===== src/rtl/add_seq_pkg.sv =====
`default_nettype none
// ============================================================================
//  Module   : add_seq_pkg
//  Purpose  : Shared widths and FSM state encoding for the two-operand
//             sequential adder controller.
//  Revision : 1.0 - initial release
// ============================================================================
package add_seq_pkg;

  // Operand and result widths; the result carries one extra bit for carry.
  localparam int OP_W  = 8;
  localparam int SUM_W = 9;

  // The encoding is visible on the state output port, so values are fixed.
  typedef enum logic [1:0] {
    ST_IDLE   = 2'd0,
    ST_WAIT_B = 2'd1,
    ST_ADD    = 2'd2,
    ST_SHOW   = 2'd3
  } state_e;

endpackage
`default_nettype wire


===== src/rtl/add_seq_ctrl_key_edge.sv =====
`default_nettype none
// ============================================================================
//  Module   : key_edge
//  Purpose  : Two-flop synchronizer for a raw idle-high button level, plus a
//             one-cycle press pulse generated when the button is released
//             (synchronized level goes 0 -> 1).
//  Ports    : clk   - clock, rising edge
//             rst_n - synchronous active-low reset
//             key   - raw asynchronous button level, idle-high
//             press - one-cycle pulse on button release
//  Revision : 1.0 - initial release
// ============================================================================
module key_edge (
  input  logic clk,
  input  logic rst_n,
  input  logic key,
  output logic press
);

  logic sync1_q, sync1_d;
  logic sync2_q, sync2_d;

  always_comb begin
    sync1_d = key;
    sync2_d = sync1_q;
  end

  // Flops reset to the idle (high) level so that leaving reset with the
  // button untouched produces no spurious press.
  always_ff @(posedge clk) begin
    if (!rst_n) begin
      sync1_q <= 1'b1;
      sync2_q <= 1'b1;
    end else begin
      sync1_q <= sync1_d;
      sync2_q <= sync2_d;
    end
  end

  assign press = sync1_q & ~sync2_q;

endmodule
`default_nettype wire


===== src/rtl/add_seq_ctrl.sv =====
`default_nettype none
// ============================================================================
//  Module   : add_seq_ctrl
//  Purpose  : Captures two operands from switches on successive "next" button
//             presses, adds them, and shows the 9-bit result. A "clear"
//             button returns to IDLE. led_wait blinks while an operand is
//             awaited.
//  Ports    : clk, rst_n        - clock / synchronous active-low reset
//             key_next, key_clr - raw idle-high button levels
//             sw[7:0]           - operand value
//             op_a, op_b        - latched operands
//             sum[8:0]          - op_a + op_b (bit 8 = carry)
//             sum_vld, carry    - result valid (SHOW) and qualified carry
//             state[1:0]        - IDLE=0, WAIT_B=1, ADD=2, SHOW=3
//             led_wait          - blink indicator
//  Revision : 1.0 - initial release
// ============================================================================
module add_seq_ctrl
  import add_seq_pkg::*;
#(
  parameter int BLINK_CYC = 25_000_000
) (
  input  logic             clk,
  input  logic             rst_n,
  input  logic             key_next,
  input  logic             key_clr,
  input  logic [OP_W-1:0]  sw,
  output logic [OP_W-1:0]  op_a,
  output logic [OP_W-1:0]  op_b,
  output logic [SUM_W-1:0] sum,
  output logic             sum_vld,
  output logic             carry,
  output logic [1:0]       state,
  output logic             led_wait
);

  localparam int             CNT_W    = (BLINK_CYC > 2) ? $clog2(BLINK_CYC) : 1;
  localparam logic [CNT_W-1:0] CNT_LAST = CNT_W'(BLINK_CYC - 1);

  logic next_ev;
  logic clr_ev;

  state_e           state_q, state_d;
  logic [OP_W-1:0]  op_a_q, op_a_d;
  logic [OP_W-1:0]  op_b_q, op_b_d;
  logic [SUM_W-1:0] sum_q, sum_d;
  logic [CNT_W-1:0] cnt_q, cnt_d;
  logic             led_q, led_d;

  key_edge u_key_next (
    .clk   (clk),
    .rst_n (rst_n),
    .key   (key_next),
    .press (next_ev)
  );

  key_edge u_key_clr (
    .clk   (clk),
    .rst_n (rst_n),
    .key   (key_clr),
    .press (clr_ev)
  );

  // FSM and datapath next-state
  always_comb begin
    state_d = state_q;
    op_a_d  = op_a_q;
    op_b_d  = op_b_q;
    sum_d   = sum_q;

    if (clr_ev) begin
      // Clear wins over a coincident next event and aborts a pending add.
      state_d = ST_IDLE;
      op_a_d  = '0;
      op_b_d  = '0;
      sum_d   = '0;
    end else begin
      case (state_q)
        ST_IDLE: begin
          if (next_ev) begin
            op_a_d  = sw;
            state_d = ST_WAIT_B;
          end
        end
        ST_WAIT_B: begin
          if (next_ev) begin
            op_b_d  = sw;
            state_d = ST_ADD;
          end
        end
        ST_ADD: begin
          // A next event here is deliberately dropped.
          sum_d   = {1'b0, op_a_q} + {1'b0, op_b_q};
          state_d = ST_SHOW;
        end
        ST_SHOW: begin
          // Next press starts a new calculation with sw as the first operand.
          if (next_ev) begin
            op_a_d  = sw;
            op_b_d  = '0;
            sum_d   = '0;
            state_d = ST_WAIT_B;
          end
        end
        default: state_d = ST_IDLE;
      endcase
    end
  end

  // Blink counter: restarts on every state change, free-runs only while an
  // operand is awaited.
  always_comb begin
    cnt_d = '0;
    led_d = 1'b0;
    if ((state_d == state_q) &&
        ((state_q == ST_IDLE) || (state_q == ST_WAIT_B))) begin
      if (cnt_q == CNT_LAST) begin
        cnt_d = '0;
        led_d = ~led_q;
      end else begin
        cnt_d = cnt_q + CNT_W'(1);
        led_d = led_q;
      end
    end
  end

  always_ff @(posedge clk) begin
    if (!rst_n) begin
      state_q <= ST_IDLE;
      op_a_q  <= '0;
      op_b_q  <= '0;
      sum_q   <= '0;
      cnt_q   <= '0;
      led_q   <= 1'b0;
    end else begin
      state_q <= state_d;
      op_a_q  <= op_a_d;
      op_b_q  <= op_b_d;
      sum_q   <= sum_d;
      cnt_q   <= cnt_d;
      led_q   <= led_d;
    end
  end

  // Outputs come straight from flops or are decoded from the state flop only.
  assign state    = state_q;
  assign op_a     = op_a_q;
  assign op_b     = op_b_q;
  assign sum      = sum_q;
  assign led_wait = led_q;
  assign sum_vld  = (state_q == ST_SHOW);
  assign carry    = sum_vld & sum_q[SUM_W-1];

endmodule
`default_nettype wire


===== config.mk =====
export PLATFORM = sky130hd
export DESIGN_NAME = add_seq_ctrl
export DESIGN_NICKNAME = d
export VERILOG_FILES = /design/src/rtl/add_seq_pkg.sv /design/src/rtl/add_seq_ctrl_key_edge.sv /design/src/rtl/add_seq_ctrl.sv
export SDC_FILE = /design/constraint.sdc
export NUM_CORES = 1
export LEC_CHECK = 0
export ABC_AREA = 1
export BUFFER_PORTS_ARGS = -buffer_cell sky130_fd_sc_hd__clkbuf_2
export CORE_ASPECT_RATIO = 0.7
export CORE_MARGIN = 5
export CORE_UTILIZATION = 40
export DETAILED_ROUTE_END_ITERATION = 10
export MAX_ROUTING_LAYER = met4
export PLACE_DENSITY = 0.62
export SYNTH_ARGS = -nofsm -noshare
export SYNTH_HDL_FRONTEND = slang
export SYNTH_SLANG_ARGS = --single-unit

===== constraint.sdc =====
create_clock -name clk -period 2.25 [get_ports clk]
set_input_delay 0.45 -clock clk [delete_from_list [all_inputs] [get_ports clk]]
set_output_delay 0.45 -clock clk [all_outputs]
set_load 0.005 [all_outputs]

# Word-level counts from Yosys, hierarchy flattened
# Index checks and enable logic that the tools add are counted.
# word_totals
in_bits	12
ff_bits	57
wordCells	48
out_inout_bits	30
# op_classes
reduce_logical	12
bitwise_logic	8
mux	9
add_sub_neg	2
n_eq_ne	7
# ops
cell	n
25-bit by 1-bit adder with 25-bit output, second input constant	1
25-bit == test, second input constant	1
9-bit one-hot mux with 2 select lines	1
8-bit two-way mux	2
8-bit one-hot mux with 2 select lines	1
8-bit by 8-bit adder with 9-bit output	1
9-bit two-way mux	1
2-bit two-way mux	3
2-bit one-hot mux with 3 select lines	1
2-bit AND reduction	3
1-bit NOT	5
2-bit == test, second input constant	2
2-bit nonzero test	2
2-bit OR reduction	2
1-bit bitwise AND	3
3-bit AND reduction	1
3-bit OR reduction	1
2-bit by 1-bit == test with 1-bit output, second input constant	1
2-bit == test	1
2-bit zero test	1
2-bit by 1-bit != test with 1-bit output, second input constant	1
2-bit != test, second input constant	1
1-bit logical AND	1
1-bit logical OR	1

# Logic depth before layout (Yosys ltp)
# logic_depth
ltp_word	9
mapped_depth	11
mapped_depth_nobuf	10

# Cells and area by module
# From an unflattened synthesis, not the netlist that was laid out.
# hier_totals
hier_cells	448
area_unflattened_um2	3057.9
# by_module_without_submodules
module	seq_area_each_um2	area_per_inst_um2	instances	cells_each
add_seq_ctrl	1061.0	2935.3	1	434
key_edge	40.0	61.3	2	7

# Worst setup path before layout
# No wires, ideal clock.
# synth_path
kind	reg-to-reg
start	reg state_q[1] (netlist: state[1])
end	reg cnt_q[5]
synth_period_minus_slack_ns	1.743
n_path_buf	1
path_slack_ns	0.507
arrival_time_ns	1.681
stages_incl_launch_ff	11
cell_sequence	dfxtp_1 inv_1 ha_1 inv_2 nand3_2 nand3_2 a21oi_1 nor2_2 nand3_2 buf_6 nor2_2
# synth_via
elab_chain_len	8
# synth_rtl
element	line_no	text
start: declaration	add_seq_ctrl.sv:43	state_e state_q, state_d;
start signal: assignment	add_seq_ctrl.sv:136	state_q <= state_d;
2-bit == test / 2-bit zero test (equally long branches)	add_seq_ctrl.sv:78, add_seq_ctrl.sv:116	
2-bit OR reduction (no line)	-	
2-bit one-hot mux with 3 select lines	add_seq_ctrl.sv:78	case (state_q)
2-bit two-way mux	add_seq_ctrl.sv:71	if (clr_ev) begin
2-bit == test	add_seq_ctrl.sv:115	if ((state_d == state_q) &&
1-bit logical AND (*)	add_seq_ctrl.sv:115	
1-bit NOT (no line) (*)	-	
3-bit OR reduction (no line) (*)	-	
end signal: assignment	add_seq_ctrl.sv:140	cnt_q <= cnt_d;
end: declaration	add_seq_ctrl.sv:47	logic [CNT_W-1:0] cnt_q, cnt_d;
# Every way passes the cells marked *; elsewhere a longest branch is shown, timed or not.
# A chain may end at the register's enable or synchronous reset.

# Final worst setup path
# layout_path
start	reg state_q[1] (netlist: state[1])
end	reg cnt_q[0]
# Same word-level chain as after synthesis.

==> load_flow_metrics.sql <==
INSERT INTO impl_metrics (metric_group, metric, value, unit) VALUES
('critical_path', 'timing.setup.critical_path_class', 'flip-flop to flip-flop', ''),
('clock_network', 'clock_insertion_delay_worst_skew', '0.35', 'ns'),
('logic_synthesis', 'synthesis.nets', '469', ''),
('clock_network', 'clkTransAtPathRegs', '0.08', 'ns'),
('global_route', 'grt_first_pass_wirelength', '12500', 'um'),
('finish', 'multi_input_area', '0.00167', 'mm^2'),
('hold_path', 'worstHoldStart', 'key_next', ''),
('critical_path', 'critPathMaxStageDelay', '0.44', 'ns'),
('logic_synthesis', 'postSynthAreaPerCell', '6.89', 'um^2'),
('finish', 'design.final.nets', '520', ''),
('power', 'peakVddDrop', '561', 'uV'),
('timing', 'worst-slew-pin-transition', '0.666', 'ns'),
('logic_synthesis', 'yosys_warnings', '0', ''),
('place', 'dpl.hpwl', '5630', 'um'),
('critical_path', 'critPathMostFrequentCell', 'sky130_fd_sc_hd__nand3_2', ''),
('logic_synthesis', 'post_synth_mux_area_share', '0', ''),
('logic_synthesis', 'synth_top_cells_by_area', 'sky130_fd_sc_hd__dfxtp_1 37%, sky130_fd_sc_hd__nand2_1 16%, sky130_fd_sc_hd__nor2_1 6.5%, sky130_fd_sc_hd__inv_1 6.3%, sky130_fd_sc_hd__ha_1 5.3%', ''),
('logic_synthesis', 'synthAdderAreaFrac', '0.0599', ''),
('clock_network', 'cts_tree', 'built', ''),
('power', 'pwr_density_cell', '770', 'mW/mm^2'),
('floorplan', 'die-width', '114', 'um'),
('critical_path', 'critPathLaunch', 'state[1]$_SDFF_PN0_', ''),
('finish', 'sequential_cell_area', '0.00114', 'mm^2'),
('power', 'total_leakage_power', '1.48', 'nW'),
('timing', 'slew_violations', '0', ''),
('detailed_routing', 'route.vias.total', '2825', ''),
('critical_path', 'critical-path-top-delay-family', 'simple AND/OR/NAND/NOR gates', ''),
('floorplan', 'design.portCount', '42', ''),
('global_route', 'first_global_vias', '2566', ''),
('place', 'post-place-ws', '0.310', 'ns'),
('logic_synthesis', 'synth_edf_count', '0', ''),
('outcome', 'status', 'complete, no violations', ''),
('critical_path', 'critical_path.reg2reg.startpoint', 'state[1]$_SDFF_PN0_', ''),
('critical_path', 'cp_cell_sequence', 'inv_1 > ha_1 > inv_2 > nand3_2 > nand3_2 > a21oi_1 > nor2_2 > nand3_2 > buf_12 > nor2_1', ''),
('timing', 'worst_slew_margin_rel', '0.555', ''),
('global_route', 'antenna_found_initial', '0', ''),
('logic_synthesis', 'area_fraction_in_compound_gates_after_synthesis', '0.0615', ''),
('place', 'portBuffers', '41', ''),
('logic_synthesis', 'post_synth_inst_count', '443', ''),
('run', 'cap_viol_max_count', '0', ''),
('logic_synthesis', 'largest_family_of_logic_cells_by_synthesized_area', 'simple AND/OR/NAND/NOR gates', ''),
('floorplan', 'placement_rows', '26', ''),
('clock_network', 'clockRootBuffer', 'sky130_fd_sc_hd__clkbuf_8', ''),
('timing', 'finalSetupTns', '0', 'ns'),
('critical_path', 'critical_path.slowest_cell', 'sky130_fd_sc_hd__dfxtp_1', ''),
('detailed_routing', 'drt-initial-drc-count', '199', ''),
('logic_synthesis', 'synth-simple-area-share', '0.368', ''),
('detailed_routing', 'dr_wl_cell', '12.3', 'um'),
('logic_synthesis', 'yosysSeqAreaShare', '0.374', ''),
('hold_path', 'min_path_type', 'input pin to flip-flop', ''),
('logic_synthesis', 'proportion_of_netlist_area_held_by_the_largest_area_contributor', '0.374', ''),
('timing', 'final-hold-violation-count', '0', ''),
('critical_path', 'critPathCaptureType', 'flip-flop', ''),
('clock_network', 'htree_num_levels', '3', ''),
('finish', 'utilization', '0.485', ''),
('logic_synthesis', 'yosys_register_bits', '57', ''),
('critical_path', 'timing.critical_path.from_type', 'flip-flop', ''),
('floorplan', 'core', '0.00735', 'mm^2'),
('global_route', 'global_route.usage.total', '0.168', ''),
('clock_network', 'postCtsResizedCells', '0', ''),
('finish', 'synthToLayoutAreaGrowth', '16.8', '%'),
('timing', 'period_needed', '1.97', 'ns'),
('timing', 'finalWorstSetupSlack', '0.278', 'ns'),
('detailed_routing', 'drtAntennaViolNets', '0', ''),
('logic_synthesis', 'synthDominantAreaCellType', 'sky130_fd_sc_hd__dfxtp_1', ''),
('logic_synthesis', 'yosys.cell_types.count', '24', ''),
('clock_network', 'cts_sinks', '57', ''),
('timing', 'finalCritPeriodShare', '0.876', ''),
('global_route', 'grt_max_degree', '26', ''),
('timing', 'clock_skew', '0.0115', 'ns'),
('finish', 'antenna_cells_inserted', '0', '');
==> final timing paths <==
kind	endpoint	slack [ns]	cells after the start
worst max-delay path	cnt_q[0]$_SDFF_PP0_	0.28	10
worst max register to register	cnt_q[0]$_SDFF_PP0_	0.28	10
worst min register to register	u_key_clr.sync2_q$_SDFF_PN1_	0.45	1
worst min-delay path	u_key_next.sync1_q$_SDFF_PN1_	0.28	2
==> layout make-up <==
cell class,count,area share
clock buffers,9,0.0348
clock inverters,7,0.0158
inverters,56,0.0590
multi-input cells,326,0.468
flip-flops and latches,57,0.320
well taps,98,0.0344
repair buffers,44,0.0674
==> routing by layer <==
metal  global-route usage  vias to the layer above  routed length (um)
met3               0.0538                        5                 450
met1                0.253                     1261                3920
met5                    -                        -                   0
met4               0.0324                        0                  42
met2                0.216                       71                2930
li1                     -                     1488                   -
==> synthesized netlist by cell type, drive strengths merged (2+ instances only) <==
| cell | number |
|---|---|
| a21oi | 31 |
| nand2 | 134 |
| inv | 54 |
| clkbuf | 2 |
| nand3 | 26 |
| ha | 13 |
| xor2 | 11 |
| o21ai | 5 |
| nand4 | 6 |
| or2 | 5 |
| dfxtp | 57 |
| nor3 | 2 |
| buf | 2 |
| nor2 | 76 |
| clkinv | 2 |
| nand3b | 5 |
| xnor2 | 9 |
==> flip-flops by register name (all words and copies together) (netlist names) <==
name                flops
u_key_next.sync1_q      1
u_key_next.sync2_q      1
sum                     9
led_wait                1
u_key_clr.sync2_q       1
u_key_clr.sync1_q       1
op_b                    8
cnt_q                  25
op_a                    8
state                   2
==> metrics by stage <==
stage               std cells  hold slack, ns  instance area [um^2]
floorplan                 443           0.417                  3050
global placement          581           0.425                  3380
detailed placement        581           0.435                  3380
CTS                       597           0.270                  3560
global route              597           0.283                  3560
finish                    597           0.282                  3560
==> power breakdown <==
part	internal, mW	switching, mW	leakage [nW]
sequential	1.05	0.0493	0.461
combinational	0.258	0.515	0.941
clock	0.405	0.465	0.0781
total	1.72	1.03	1.48
==> cells in the final DEF, fill, tap and decap left out, types with 2 or more instances in the layout <==
cell type and instances:
sky130_fd_sc_hd__inv_2 3, sky130_fd_sc_hd__inv_1 51, sky130_fd_sc_hd__nor3_1 2, sky130_fd_sc_hd__dfxtp_1 57
sky130_fd_sc_hd__clkinvlp_4 4, sky130_fd_sc_hd__nand2_1 134, sky130_fd_sc_hd__o21ai_0 4, sky130_fd_sc_hd__clkinv_4 2
sky130_fd_sc_hd__nand4_1 6, sky130_fd_sc_hd__or2_2 5, sky130_fd_sc_hd__nor2_2 23, sky130_fd_sc_hd__a21oi_1 31
sky130_fd_sc_hd__xnor2_1 9, sky130_fd_sc_hd__nand3b_1 5, sky130_fd_sc_hd__buf_4 2, sky130_fd_sc_hd__clkinv_1 2
sky130_fd_sc_hd__xor2_1 11, sky130_fd_sc_hd__nand3_2 5, sky130_fd_sc_hd__ha_1 13, sky130_fd_sc_hd__clkbuf_8 9
sky130_fd_sc_hd__nor2_1 53, sky130_fd_sc_hd__clkbuf_2 41, sky130_fd_sc_hd__nand3_1 21
==> cell families (layout without fill, tap and decap cells) <==
kind of cell,Yosys count,after routing
flip-flops,57,57
AO/OA/AOI/OAI,37,37
adder cells (fa/ha/maj),14,14
XOR/XNOR,20,20
AND/OR/NAND/NOR,255,255
buffers and inverters,60,116
No activity file was read; power rests on OpenSTA's default activity.
